==> config.mk <==
export PLATFORM = sky130hd
export DESIGN_NAME = fsmc_nand_sync_flat
export DESIGN_NICKNAME = d
export VERILOG_FILES = /design/src/rtl/fsmc_nand_sync_if.sv /design/src/rtl/fsmc_nand_sync.sv /design/src/flat_wrapper.sv
export SDC_FILE = /design/constraint.sdc
export NUM_CORES = 1
export LEC_CHECK = 0
export CORE_MARGIN = 4
export CORE_UTILIZATION = 53
export DETAILED_ROUTE_END_ITERATION = 16
export PLACE_DENSITY = 0.81
export SYNTH_ARGS = -nofsm -noshare
export SYNTH_HDL_FRONTEND = slang
export SYNTH_SLANG_ARGS = --single-unit
==> constraint.sdc <==
create_clock -name CLK -period 5.6 [get_ports CLK]
set_clock_uncertainty 0.2 [all_clocks]
set_input_delay 1.12 -clock CLK [delete_from_list [all_inputs] [get_ports CLK]]
set_output_delay 1.12 -clock CLK [all_outputs]
set_load 0.005 [all_outputs]
==> src/rtl/fsmc_nand_sync_if.sv <==
// fsmc_nand_sync_if: FSMC NAND pin bundle plus page-memory port
interface fsmc_nand_sync_if #(
  parameter int DATA_WIDTH = 16
);
  logic                  CLE;
  logic                  ALE;
  logic                  NCE;
  logic                  NWE;
  logic                  NRE;
  logic [DATA_WIDTH-1:0] DQ_IN;
  logic [DATA_WIDTH-1:0] DQ_OUT;
  logic                  DQ_OE;
  logic                  NWAIT;
  logic                  RESET_FSMC;
  logic [15:0]           COLUMN_ADDR;
  logic [15:0]           ROW_ADDR;
  logic                  MEM_WR_EN;
  logic [DATA_WIDTH-1:0] MEM_WR_DATA;
  logic                  MEM_RD_EN;
  logic [DATA_WIDTH-1:0] MEM_RD_DATA;
  modport slave (
    input  CLE, ALE, NCE, NWE, NRE, DQ_IN, MEM_RD_DATA,
    output DQ_OUT, DQ_OE, NWAIT, RESET_FSMC, COLUMN_ADDR, ROW_ADDR,
           MEM_WR_EN, MEM_WR_DATA, MEM_RD_EN
  );
  modport master (
    output CLE, ALE, NCE, NWE, NRE, DQ_IN, MEM_RD_DATA,
    input  DQ_OUT, DQ_OE, NWAIT, RESET_FSMC, COLUMN_ADDR, ROW_ADDR,
           MEM_WR_EN, MEM_WR_DATA, MEM_RD_EN
  );
endinterface

==> src/rtl/fsmc_nand_sync.sv <==
// fsmc_nand_sync: NAND-flash target emulation for an FSMC host, bridging async strobes to a synchronous page memory
module fsmc_nand_sync #(
  parameter int          DATA_WIDTH  = 16,
  parameter int          COL_CYCLES  = 2,
  parameter int          ROW_CYCLES  = 2,
  parameter int          PAGE_WORDS  = 2048,
  parameter int          PROG_CYCLES = 64,
  parameter logic [31:0] ID_WORD     = 32'hEC_D3_51_95
) (
  input logic             CLK,
  input logic             NRST,
  fsmc_nand_sync_if.slave bus
);
  localparam int PCW = $clog2(PROG_CYCLES + 1);
  typedef enum logic [2:0] {IDLE, ADDR, WDATA, RDATA, PROG, STATUS, ID} state_e;
  state_e                state_q, state_d;
  logic [1:0]            rst_sync_q;
  logic                  rst_n;
  logic [1:0]            cle_q, ale_q, nce_q, nwe_q, nre_q;
  logic [DATA_WIDTH-1:0] dq1_q, dq2_q;
  logic                  nwe_p_q, nre_p_q;
  logic [15:0]           col_q, col_d, row_q, row_d;
  logic [1:0]            ac_q, ac_d, id_q, id_d;
  logic                  wr_q, wr_d, ready_q, ready_d;
  logic [PCW-1:0]        prog_q, prog_d;
  logic [DATA_WIDTH-1:0] dq_q, dq_d, wdat_q, wdat_d;
  logic                  wen_q, wen_d, ren_q, ren_d, rpend_q, rstp_q, rstp_d;
  logic                  cle_s, ale_s, nce_s, nwe_rise, nre_rise;
  logic                  cmd, adr, dat, rde, is_col, hi;
  logic [7:0]            c;
  logic [15:0]           col_inc;
  // Reset asserts at once and is released only after two clean clock edges
  always_ff @(posedge CLK or negedge NRST)
    if (!NRST) rst_sync_q <= '0;
    else rst_sync_q <= {rst_sync_q[0], 1'b1};
  assign rst_n = rst_sync_q[1];
  // Two-stage synchronisers for strobes and data, plus one stage of history for edge detection
  always_ff @(posedge CLK or negedge rst_n)
    if (!rst_n) begin
      {cle_q, ale_q} <= '0;
      {nce_q, nwe_q, nre_q} <= '1;
      {nwe_p_q, nre_p_q} <= '1;
      {dq1_q, dq2_q} <= '0;
    end else begin
      cle_q <= {cle_q[0], bus.CLE};
      ale_q <= {ale_q[0], bus.ALE};
      nce_q <= {nce_q[0], bus.NCE};
      nwe_q <= {nwe_q[0], bus.NWE};
      nre_q <= {nre_q[0], bus.NRE};
      dq1_q <= bus.DQ_IN;
      dq2_q <= dq1_q;
      nwe_p_q <= nwe_q[1];
      nre_p_q <= nre_q[1];
    end
  assign cle_s    = cle_q[1];
  assign ale_s    = ale_q[1];
  assign nce_s    = nce_q[1];
  assign nwe_rise = nwe_q[1] & ~nwe_p_q;
  assign nre_rise = nre_q[1] & ~nre_p_q;
  assign cmd      = nwe_rise & cle_s & ~ale_s & ~nce_s;
  assign adr      = nwe_rise & ale_s & ~cle_s & ~nce_s;
  assign dat      = nwe_rise & ~cle_s & ~ale_s & ~nce_s;
  assign rde      = nre_rise & ~nwe_rise & ~nce_s;
  assign c        = dq2_q[7:0];
  assign col_inc  = (col_q == 16'(PAGE_WORDS - 1)) ? '0 : col_q + 16'd1;
  assign is_col   = ac_q < 2'(COL_CYCLES);
  assign hi       = ac_q[0] ^ (!is_col && COL_CYCLES == 1);
  // Controller state, address and datapath registers
  always_ff @(posedge CLK or negedge rst_n)
    if (!rst_n) begin
      state_q <= IDLE;
      {col_q, row_q, ac_q, id_q, wr_q, prog_q} <= '0;
      ready_q <= 1'b1;
      {dq_q, wdat_q, wen_q, ren_q, rpend_q, rstp_q} <= '0;
    end else begin
      state_q <= state_d;
      col_q   <= col_d;
      row_q   <= row_d;
      ac_q    <= ac_d;
      id_q    <= id_d;
      wr_q    <= wr_d;
      prog_q  <= prog_d;
      ready_q <= ready_d;
      dq_q    <= dq_d;
      wdat_q  <= wdat_d;
      wen_q   <= wen_d;
      ren_q   <= ren_d;
      rpend_q <= ren_q;
      rstp_q  <= rstp_d;
    end
  // Next state: per-state actions first, then command decode, then chip-enable abort
  always_comb begin
    state_d = state_q;
    col_d   = wen_q ? col_inc : col_q;
    row_d   = row_q;
    ac_d    = ac_q;
    id_d    = id_q;
    wr_d    = wr_q;
    prog_d  = prog_q;
    ready_d = ready_q;
    dq_d    = rpend_q ? bus.MEM_RD_DATA : dq_q;
    wdat_d  = wdat_q;
    wen_d   = 1'b0;
    ren_d   = 1'b0;
    rstp_d  = 1'b0;
    case (state_q)
      ADDR: if (adr) begin
        if (is_col) col_d = hi ? {c, col_q[7:0]} : {col_q[15:8], c};
        else row_d = hi ? {c, row_q[7:0]} : {row_q[15:8], c};
        ac_d = ac_q + 2'd1;
        if (ac_q == 2'(COL_CYCLES + ROW_CYCLES - 1)) state_d = wr_q ? WDATA : IDLE;
      end
      WDATA: if (dat) begin
        wen_d  = 1'b1;
        wdat_d = dq2_q;
      end
      RDATA: if (rde) begin
        col_d = col_inc;
        ren_d = 1'b1;
      end
      PROG: begin
        prog_d = prog_q - PCW'(1);
        if (prog_q == '0) begin
          state_d = IDLE;
          ready_d = 1'b1;
        end
      end
      ID: if (rde) id_d = id_q + 2'd1;
      default: ;
    endcase
    if (cmd && (state_q != PROG || c == 8'hFF))
      case (c)
        8'h00, 8'h80: begin
          state_d = ADDR;
          col_d   = '0;
          row_d   = '0;
          ac_d    = '0;
          wr_d    = c[7];
        end
        8'h30: begin
          state_d = RDATA;
          ren_d   = 1'b1;
        end
        8'h10: begin
          state_d = PROG;
          ready_d = 1'b0;
          prog_d  = PCW'(PROG_CYCLES - 1);
        end
        8'hFF: begin
          state_d = IDLE;
          ready_d = 1'b1;
          rstp_d  = 1'b1;
        end
        8'h70: state_d = STATUS;
        8'h90: begin
          state_d = ID;
          id_d    = '0;
        end
        default: ;
      endcase
    if (nce_s && state_q != PROG) state_d = IDLE;
  end
  assign bus.DQ_OUT      = (state_q == STATUS || state_q == PROG) ? DATA_WIDTH'({1'b1, ready_q, 6'b0}) :
                           (state_q == ID) ? DATA_WIDTH'(ID_WORD[{id_q, 3'b0} +: 8]) : dq_q;
  assign bus.DQ_OE       = ~nce_s & ~nre_q[1];
  assign bus.NWAIT       = ~(ren_q | rpend_q);
  assign bus.RESET_FSMC  = rstp_q;
  assign bus.COLUMN_ADDR = col_q;
  assign bus.ROW_ADDR    = row_q;
  assign bus.MEM_WR_EN   = wen_q;
  assign bus.MEM_WR_DATA = wdat_q;
  assign bus.MEM_RD_EN   = ren_q;
endmodule

==> src/flat_wrapper.sv <==
// flat-port wrapper written by rule: the top's interface ports become plain ports
module fsmc_nand_sync_flat 
#(
  parameter int          DATA_WIDTH  = 16,
  parameter int          COL_CYCLES  = 2,
  parameter int          ROW_CYCLES  = 2,
  parameter int          PAGE_WORDS  = 2048,
  parameter int          PROG_CYCLES = 64,
  parameter logic [31:0] ID_WORD     = 32'hEC_D3_51_95
)
  (CLK, NRST, bus_CLE, bus_ALE, bus_NCE, bus_NWE, bus_NRE, bus_DQ_IN, bus_MEM_RD_DATA, bus_DQ_OUT, bus_DQ_OE, bus_NWAIT, bus_RESET_FSMC, bus_COLUMN_ADDR, bus_ROW_ADDR, bus_MEM_WR_EN, bus_MEM_WR_DATA, bus_MEM_RD_EN);
  fsmc_nand_sync_if #(.DATA_WIDTH(DATA_WIDTH)) bus_i ();
  input logic CLK;
  input logic NRST;
  input wire logic [$bits(bus_i.CLE)-1:0] bus_CLE;
  input wire logic [$bits(bus_i.ALE)-1:0] bus_ALE;
  input wire logic [$bits(bus_i.NCE)-1:0] bus_NCE;
  input wire logic [$bits(bus_i.NWE)-1:0] bus_NWE;
  input wire logic [$bits(bus_i.NRE)-1:0] bus_NRE;
  input wire logic [$bits(bus_i.DQ_IN)-1:0] bus_DQ_IN;
  input wire logic [$bits(bus_i.MEM_RD_DATA)-1:0] bus_MEM_RD_DATA;
  output wire logic [$bits(bus_i.DQ_OUT)-1:0] bus_DQ_OUT;
  output wire logic [$bits(bus_i.DQ_OE)-1:0] bus_DQ_OE;
  output wire logic [$bits(bus_i.NWAIT)-1:0] bus_NWAIT;
  output wire logic [$bits(bus_i.RESET_FSMC)-1:0] bus_RESET_FSMC;
  output wire logic [$bits(bus_i.COLUMN_ADDR)-1:0] bus_COLUMN_ADDR;
  output wire logic [$bits(bus_i.ROW_ADDR)-1:0] bus_ROW_ADDR;
  output wire logic [$bits(bus_i.MEM_WR_EN)-1:0] bus_MEM_WR_EN;
  output wire logic [$bits(bus_i.MEM_WR_DATA)-1:0] bus_MEM_WR_DATA;
  output wire logic [$bits(bus_i.MEM_RD_EN)-1:0] bus_MEM_RD_EN;
  assign bus_i.CLE = bus_CLE;
  assign bus_i.ALE = bus_ALE;
  assign bus_i.NCE = bus_NCE;
  assign bus_i.NWE = bus_NWE;
  assign bus_i.NRE = bus_NRE;
  assign bus_i.DQ_IN = bus_DQ_IN;
  assign bus_i.MEM_RD_DATA = bus_MEM_RD_DATA;
  assign bus_DQ_OUT = bus_i.DQ_OUT;
  assign bus_DQ_OE = bus_i.DQ_OE;
  assign bus_NWAIT = bus_i.NWAIT;
  assign bus_RESET_FSMC = bus_i.RESET_FSMC;
  assign bus_COLUMN_ADDR = bus_i.COLUMN_ADDR;
  assign bus_ROW_ADDR = bus_i.ROW_ADDR;
  assign bus_MEM_WR_EN = bus_i.MEM_WR_EN;
  assign bus_MEM_WR_DATA = bus_i.MEM_WR_DATA;
  assign bus_MEM_RD_EN = bus_i.MEM_RD_EN;
  fsmc_nand_sync #(.DATA_WIDTH(DATA_WIDTH), .COL_CYCLES(COL_CYCLES), .ROW_CYCLES(ROW_CYCLES), .PAGE_WORDS(PAGE_WORDS), .PROG_CYCLES(PROG_CYCLES), .ID_WORD(ID_WORD)) u_core (.CLK(CLK), .NRST(NRST), .bus(bus_i));
endmodule
==> flow_metrics.tcl <==
set metrics [dict create \
    r2r_slack_ps 2320 \
    cts_tree "done" \
    ys_async_sr_fraction_pct 100 \
    ys.flop_type "dfrtp_1" \
    worstSetupPathType "flip-flop to primary output" \
    final_cells 820 \
    cp.arrival_ps 2270 \
    final_common_cell "dfrtp_1" \
    grt-ovfl-total 0 \
    synth_top_area_share_pct 50.4 \
    reg2regPathDepth 6 \
    cp-start-kind "flip-flop" \
    routed_wl_mm 15.6 \
    holdWs_ps 81.9 \
    synth_area_leader_cell "dfrtp_1" \
    grt_pass1_wl_mm 25.2 \
    synthesis.instances 572 \
    cp-end-kind "primary output" \
    antenna_found_initial 0 \
    dp_cells 788 \
    cts_root_buf "clkbuf_16" \
    postRouteAntennaNets 0 \
    critPathRequiredTime_ps 4280 \
    synth_edf_count 0 \
    postCtsHoldBufs 0 \
    period_needed_ps 3590 \
    io_buffers 107 \
    max_freq_ghz 0.278 \
    dr.pass1.iters 7 \
    fp.dieArea_sq_um 13100 \
    pin_count 108 \
    hold_viol 0 \
    synth_area_leaders "dfrtp_1, mux2_2, nand2_1, dfstp_2, mux2i_1" \
    yosys_warnings 0 \
    status "complete, no violations" \
    drv_slew 0 \
    rsz0062_at_grt "false" \
    timing.rr.start "u_core.state_q[2]" \
    fin_nets 714 \
    clk_latency_ps 410 \
    wl_per_cell_um 19.0 \
    ir_drop_mv 0.237 \
    n_antenna_cell 0 \
    seqCellArea_sq_um 3270 \
    gp_congestion 0.950 \
    p_per_area_nw_per_um2 281 \
    clockBufferDepth 2 \
    htree_levels 4 \
    drt_iter0_markers 537 \
    period_share_pct 64.2 \
    vias 4896 \
    worstSetupStartpoint "u_core.state_q[1]" \
    synth_area_per_cell_sq_um 10.5 \
    ys_seq_area_share_pct 54.3 \
    tightest_slew_ps 1110 \
    fin_tns_setup_ps 0 \
    drive_gt1_share_pct 12.8 \
    netlist_area_sq_um 6010 \
    dp_hpwl_mm 10.3 \
    core_sq_um 11000 \
    fp.dieH_um 114 \
    die_w_um 114 \
    crit_fanout 13 \
    regToRegEndpoint "u_core.bus.ROW_ADDR[9]" \
    final_cell_mix "dfrtp_1, clkdlybuf4s50_1, nand2_1, nor2_1, o21ai_0" \
    multi_input_area_sq_um 2560 \
    relSlewSlack_pct 25.4 \
    clk_pin_slew_ps 60 \
    ctsResizeCount 0 \
    numClockSinks 130 \
    hold_path.class "flip-flop to asynchronous set/reset pin" \
    grt_max_degree 94 \
    grt_use_total_pct 24.7 \
    grt_pass1_vias 5020 \
    ys_ff_latch 130 \
    area_growth_syn_to_layout_pct 28.9 \
    p_leak_uw 0.00350 \
    fillers 810 \
    numCtsBuffers 17 \
    drv_cap 0 \
    setup.worst_path.end "bus_DQ_OUT[3]" \
    start_util_pct 54.7 \
    post-cts-setup-buffers 0 \
    synth_nets 619 \
    placementRows 38 \
    avgViaCountPerCell 5.97 \
    setup_viol 0 \
    drc 0 \
    yosysUniqueCellTypes 63 \
]
## critical path, cell delays in order (launching register included)
cell and delay (ps):
dfrtp_1 570, inv_1 140, nor2_1 230, and2_1 260, a22o_1 160, clkdlybuf4s50_1 500
## worst min path at each step
stage,startpoint,to,slack [ps]
2_1_floorplan,u_core.ale_q[0],u_core.ale_q[1],130
3_3_place_gp,u_core.rst_sync_q[1],u_core.bus.MEM_WR_DATA[9],90
3_5_place_dp,u_core.rst_sync_q[1],u_core.bus.MEM_WR_DATA[8],90
4_1_cts,u_core.rst_sync_q[1],u_core.bus.MEM_WR_DATA[11],100
5_1_grt,u_core.rst_sync_q[1],u_core.bus.MEM_WR_DATA[11],130
6_report,u_core.rst_sync_q[1],u_core.bus.MEM_WR_DATA[11],80
## metal layers
metal / GRT usage [%] / vias to the layer above / share of wire [%]
li1: - / 2212 / -
met1: 32.3 / 2383 / 41
met2: 38.3 / 265 / 48
met3: 8.30 / 36 / 9.4
met4: 8.87 / 0 / 2.3
met5: 0 / - / 0
## cells by family after synthesis
logic type                 count (synthesis)  synth area share, %
other                                      1               0.0624
adders and majority gates                  8                 1.67
AOI/OAI and AO/OA                        111                 11.8
xor gates and xnor gates                  19                 2.77
muxes                                     48                 8.56
and+or+nand+nor                          209                 17.6
DFF                                      130                 54.3
buffers and inverters                     46                 3.16
## stage by stage
| stage | utilization (%) | cell area [sq um] | power, uW | setup slack, ps |
|---|---|---|---|---|
| after global placement | 65.0 | 7140 | 1050 | 2510 |
| after floorplan | - | 6010 | 1010 | 1530 |
| after global routing | 70.6 | 7750 | 2250 | 1810 |
| after detailed placement | 65.0 | 7140 | 1060 | 2450 |
| final | 70.6 | 7750 | 2170 | 2010 |
| after CTS | 70.6 | 7750 | 2190 | 2010 |
## synthesized netlist by cell type (6+ instances only)
master	count
and2_1	12
buf_2	8
nor3_1	15
a21o_1	6
nor2_1	44
mux2i_1	21
xor2_1	7
a31oi_1	14
dfstp_2	9
and3_1	9
ha_1	8
xnor2_1	12
nand2_1	65
nor4_1	7
nand3_1	19
nand2b_1	8
o21ai_0	31
clkbuf_1	22
a21oi_1	25
dfrtp_1	121
mux2_2	27
inv_1	11
## state kept, by name, summed over array words and instances (netlist names), 2 cells and up
| name | cells |
|---|---|
| u_core.bus.COLUMN_ADDR | 16 |
| u_core.bus.MEM_WR_DATA | 16 |
| u_core.bus.ROW_ADDR | 16 |
| u_core.dq1_q | 16 |
| u_core.dq2_q | 16 |
| u_core.dq_q | 16 |
| u_core.prog_q | 7 |
| u_core.state_q | 3 |
| u_core.ac_q | 2 |
| u_core.ale_q | 2 |
| u_core.cle_q | 2 |
| u_core.id_q | 2 |
| u_core.nce_q | 2 |
| u_core.nre_q | 2 |
| u_core.nwe_q | 2 |
| u_core.rst_sync_q | 2 |
## layout make-up
class	count	share of cell area (%)
flip-flops and latches	130	42.2
multi-input cells	396	33.1
repair buffers	109	14.0
clock buffers	18	5.67
well taps	140	2.26
clock inverters	14	2.20
inverters	13	0.630
## power by group
group,switching (uW),internal (uW),leakage (uW)
Sequential,23.2,960,0.00169
Combinational,25.3,31.1,0.00152
Clock,452,683,0.000293
(Power assumes the default switching activity.)
